===== config.mk =====
export PLATFORM = sky130hd
export DESIGN_NAME = ham_dec
export DESIGN_NICKNAME = d
export VERILOG_FILES = /design/src/rtl/ham_dec.sv
export SDC_FILE = /design/constraint.sdc
export NUM_CORES = 1
export LEC_CHECK = 0
export ABC_AREA = 0
export CORE_ASPECT_RATIO = 0.9
export CORE_MARGIN = 4
export CORE_UTILIZATION = 40
export DETAILED_ROUTE_END_ITERATION = 10
export DONT_BUFFER_PORTS = 1
export PLACE_DENSITY = 0.65
export SLEW_MARGIN = 20
export SYNTH_ARGS = -nofsm -noshare
export SYNTH_HDL_FRONTEND = slang
export SYNTH_SLANG_ARGS = --single-unit

===== constraint.sdc =====
create_clock -name clk -period 1.7 [get_ports clk]
set_input_delay 0.34 -clock clk [delete_from_list [all_inputs] [get_ports clk]]
set_output_delay 0.34 -clock clk [all_outputs]
set_load 0.02 [all_outputs]

===== src/rtl/ham_dec.sv =====
// Streaming Hamming(7,4) single-error-correcting decoder.
//
// Two-stage pipeline: stage 1 registers the received codeword and its syndrome,
// stage 2 registers the corrected data. Both sides use valid/ready with
// full-throughput backpressure. A saturating counter tracks how many delivered
// words needed a correction.
//
// Ports:
//   clk        system clock, rising edge
//   rst        asynchronous active-high reset
//   in_valid   in_cw is valid this cycle
//   in_ready   decoder accepts in_cw this cycle
//   in_cw      received codeword, bit index = Hamming position - 1
//   out_valid  out_data/out_err/out_syn are valid
//   out_ready  downstream accepts the output
//   out_data   corrected data {d3,d2,d1,d0}
//   out_err    nonzero syndrome; one bit was inverted
//   out_syn    syndrome {s4,s2,s1}
//   cnt_clr    synchronous clear of err_cnt (wins over an increment)
//   err_cnt    saturating count of delivered words with out_err=1
module ham_dec #(
  parameter int unsigned CNT_W = 16
) (
  input  logic             clk,
  input  logic             rst,
  input  logic             in_valid,
  output logic             in_ready,
  input  logic [6:0]       in_cw,
  output logic             out_valid,
  input  logic             out_ready,
  output logic [3:0]       out_data,
  output logic             out_err,
  output logic [2:0]       out_syn,
  input  logic             cnt_clr,
  output logic [CNT_W-1:0] err_cnt
);

  // Syndrome {s4,s2,s1}; its value is the Hamming position of a single flipped bit.
  function automatic logic [2:0] syndrome(input logic [6:0] cw);
    syndrome = {cw[3] ^ cw[4] ^ cw[5] ^ cw[6],
                cw[1] ^ cw[2] ^ cw[5] ^ cw[6],
                cw[0] ^ cw[2] ^ cw[4] ^ cw[6]};
  endfunction

  logic             s1_valid_q;
  logic [6:0]       s1_cw_q;
  logic [2:0]       s1_syn_q;
  logic             s2_valid_q;
  logic [3:0]       s2_data_q;
  logic             s2_err_q;
  logic [2:0]       s2_syn_q;
  logic [CNT_W-1:0] err_cnt_q;
  logic [CNT_W-1:0] err_cnt_d;

  logic             s1_en;
  logic             s2_en;
  logic [6:0]       flip;
  logic [6:0]       cw_fix;

  // A stage may load when it is empty or its contents move on this cycle.
  assign s2_en    = !s2_valid_q || out_ready;
  assign s1_en    = !s1_valid_q || s2_en;
  assign in_ready = s1_en;

  assign out_valid = s2_valid_q;
  assign out_data  = s2_data_q;
  assign out_err   = s2_err_q;
  assign out_syn   = s2_syn_q;
  assign err_cnt   = err_cnt_q;

  // Invert the bit at position syn (index syn-1); syn==0 leaves the word intact.
  // Two flipped bits produce a wrong but nonzero syndrome and are mis-corrected.
  always_comb begin
    flip = '0;
    if (s1_syn_q != 3'd0) begin
      flip[s1_syn_q - 3'd1] = 1'b1;
    end
    cw_fix = s1_cw_q ^ flip;
  end

  // Stage 1: capture codeword and syndrome. Data fields load on invalid beats too.
  always_ff @(posedge clk or posedge rst) begin
    if (rst) begin
      s1_valid_q <= 1'b0;
      s1_cw_q    <= '0;
      s1_syn_q   <= '0;
    end else if (s1_en) begin
      s1_valid_q <= in_valid;
      s1_cw_q    <= in_cw;
      s1_syn_q   <= syndrome(in_cw);
    end
  end

  // Stage 2: corrected data, drives the outputs directly.
  always_ff @(posedge clk or posedge rst) begin
    if (rst) begin
      s2_valid_q <= 1'b0;
      s2_data_q  <= '0;
      s2_err_q   <= 1'b0;
      s2_syn_q   <= '0;
    end else if (s2_en) begin
      s2_valid_q <= s1_valid_q;
      s2_data_q  <= {cw_fix[6], cw_fix[5], cw_fix[4], cw_fix[2]};
      s2_err_q   <= |s1_syn_q;
      s2_syn_q   <= s1_syn_q;
    end
  end

  // Count corrected deliveries, holding at all-ones instead of wrapping.
  always_comb begin
    err_cnt_d = err_cnt_q;
    if (cnt_clr) begin
      err_cnt_d = '0;
    end else if (s2_valid_q && out_ready && s2_err_q && !(&err_cnt_q)) begin
      err_cnt_d = err_cnt_q + CNT_W'(1);
    end
  end

  always_ff @(posedge clk or posedge rst) begin
    if (rst) begin
      err_cnt_q <= '0;
    end else begin
      err_cnt_q <= err_cnt_d;
    end
  end

endmodule


==> flow_metrics.tcl <==
set metrics [dict create \
    outcome "finished, final reports clean" \
    syn-cell-area_sq_mm 0.00175 \
    hold-worst-slack_ns 0.0335 \
    worstMarginPinSlew_ns 0.421 \
    grt_pass1_vias 1367 \
    drv_cap 0 \
    crit_fanout 7 \
    final_common_cell "dfrtp_1" \
    n_antenna_cell 0 \
    max_freq_mhz 606 \
    grt_pass1_wl_mm 6.64 \
    yosys.area.top_type "dfrtp_1" \
    rows 22 \
    max-vdd-ir-drop_v 0.000351 \
    grtUsageTotal_pct 15.2 \
    worstPathArrival_ns 1.86 \
    layout.nets 218 \
    synth_top_area_share_pct 47.1 \
    start_util_pct 42.2 \
    fin_worst_skew_ns 0.00243 \
    final_cell_mix "dfrtp_1 (30), buf_4 (26), nand2_1 (14)" \
    layout-drive-gt1-share_pct 30.4 \
    period_share_pct 97.0 \
    setup_viol 0 \
    synthToLayoutAreaGrowth_pct 24.3 \
    grt_max_degree 34 \
    r2r_cells 5 \
    cts_sinks 33 \
    worstHoldPathType "input port to async pin" \
    start_kind "register" \
    drt-total-wl_mm 3.86 \
    power_mw 2.11 \
    synth-main-ff-cell "dfrtp_1" \
    vias 1418 \
    first_iter_violations 130 \
    powerDensity_mw_per_mm2 970 \
    yosys-top-cells-area "dfrtp_1 (47%), mux2_2 (5.1%), a21oi_1 (4.0%)" \
    fin_crit_ns 1.65 \
    hold_viol 0 \
    endpoint_kind "register" \
    insertion_delay_ns 0.28 \
    first_pass_iters 4 \
    nFillCells 367 \
    critPathRequiredTime_ns 1.92 \
    ys_types 33 \
    port_buffers 0 \
    synth_cells 176 \
    synth_warnings 0 \
    die_w_um 77.8 \
    routedWlPerCell_um 14.6 \
    drtAntennaViolNets 0 \
    core_region_area_sq_mm 0.00416 \
    boundaryPins 38 \
    synth-edff-count 0 \
    dieArea_sq_mm 0.00551 \
    worstSetupPathType "register to register" \
    grt_overflow 0 \
    synth_nets 191 \
    clock_path_buffers 2 \
    cts_buffers 5 \
    leakagePower_nw 0.907 \
    antenna_found_initial 0 \
    die_y_um 70.8 \
    synth_seq_cells 33 \
    syn_area_per_cell_sq_um 9.96 \
    cts_tree "done" \
    gp_congestion 0.819 \
    cts.clk_slew.worst_paths_ns 0.07 \
    vias_per_cell 5.37 \
    maxSlewHeadroom_pct 72.0 \
    root_buffer "clkbuf_8" \
    drv_slew 0 \
    ys_async_sr_fraction_pct 100 \
    rsz0062_at_grt "true" \
    dpl.hpwl_mm 2.96 \
    drc 0 \
    cts_max_level 2 \
    yosysSeqAreaShare_pct 47.1 \
]
-- routing by layer --
metal / GRT usage [%] / part of all wire [%]
met5: 0 / 0
met4: 4.74 / 1.2
met3: 5.60 / 8.2
met2: 24.7 / 47
met1: 18.7 / 43
-- kinds of logic (layout without fill, tap and decap cells) --
group / after synthesis / count (layout) / synth area share [%]
and+or+nand+nor: 73 / 73 / 24.7
adders and majority gates: 3 / 3 / 2.14
buffers and inverters: 11 / 39 / 2.50
AOI/OAI and AO/OA: 34 / 34 / 11.3
xor gates and xnor gates: 13 / 13 / 6.50
DFF: 33 / 33 / 47.1
muxes: 9 / 9 / 5.71
-- critical path: stages, from the launching register on --
cell and delay [ns]:
dfrtp_2 0.36, buf_4 0.15, and2_1 0.23, nand4_4 0.16
or4_1 0.53, a21oi_1 0.15
-- synth_stat cells, types with 2 or more instances --
master,n
o21ai_0,9
clkbuf_1,4
nand2_1,15
nor2b_1,8
nand3_1,7
nor3_1,2
nor2_1,8
o31ai_1,7
nor4_1,3
ha_1,3
a21oi_1,14
dfrtp_1,33
mux2_2,8
and3_1,3
and2_1,2
o211ai_1,2
and4_1,4
inv_1,5
nand2b_1,6
or4_1,5
xor2_1,7
and4_4,2
xnor2_1,6
or3_1,4
-- power breakdown --
group / internal [mW] / switching [mW]
logic: 0.156 / 0.182
clock network: 0.476 / 0.294
registers: 0.873 / 0.131
total: 1.50 / 0.608
-- flip-flops by register name, summed over array words and instances (netlist names) --
register,count
out_data,4
out_valid,1
out_err,1
s1_cw_q,4
s1_syn_q,3
out_syn,3
err_cnt,16
s1_valid_q,1
-- layout make-up --
| type | instances | area (sq um) | area share [%] |
|---|---|---|---|
| multi-input combinational | 132 | 940 | 43.1 |
| sequential | 33 | 830 | 38.1 |
| timing repair buffer | 26 | 195 | 8.96 |
| clock buffer | 6 | 82.6 | 3.79 |
| tap | 60 | 75.1 | 3.45 |
| clock inverter | 2 | 37.5 | 1.72 |
| inverter | 5 | 18.8 | 0.862 |
-- repair_timing --
action / in CTS / in global routing
setup buffers: 1 / 0
resized for setup: 8 / 9
pin swaps: 1 / 0
endpoints found under the hold margin: 0 / 0
hold buffers: 0 / 0
setup endpoints to repair: 4 / 12
-- final timing paths --
path | slack, ns | endpoint | from
worst max-delay path | 0.05 | err_cnt[13]$_DFFE_PP0P_ | err_cnt[0]$_DFFE_PP0P_
worst min-delay path | 0.03 | err_cnt[9]$_DFFE_PP0P_ | rst
min in group clk | 0.11 | err_cnt[5]$_DFFE_PP0P_ | cnt_clr
max in group asynchronous | 1.34 | err_cnt[0]$_DFFE_PP0P_ | rst
worst max register to register | 0.05 | err_cnt[13]$_DFFE_PP0P_ | err_cnt[0]$_DFFE_PP0P_
worst min register to register | 0.49 | out_valid$_DFFE_PP0P_ | s1_valid_q$_DFFE_PP0P_
-- per-stage QoR --
stage | setup TNS (ns) | cell area [sq um] | util, % | worst slack, ns | std cells
floorplan | -0.00812 | 1760 | - | -0.00597 | 176
global placement | 0 | 2000 | 48.0 | 0.0606 | 255
detailed placement | -0.106 | 2000 | 48.0 | -0.0536 | 255
CTS | 0 | 2160 | 51.9 | 0.00625 | 264
global route | -0.0382 | 2180 | 52.4 | -0.0340 | 264
finish | 0 | 2180 | 52.4 | 0.0509 | 264
No activity file was read; power rests on OpenSTA's default activity.
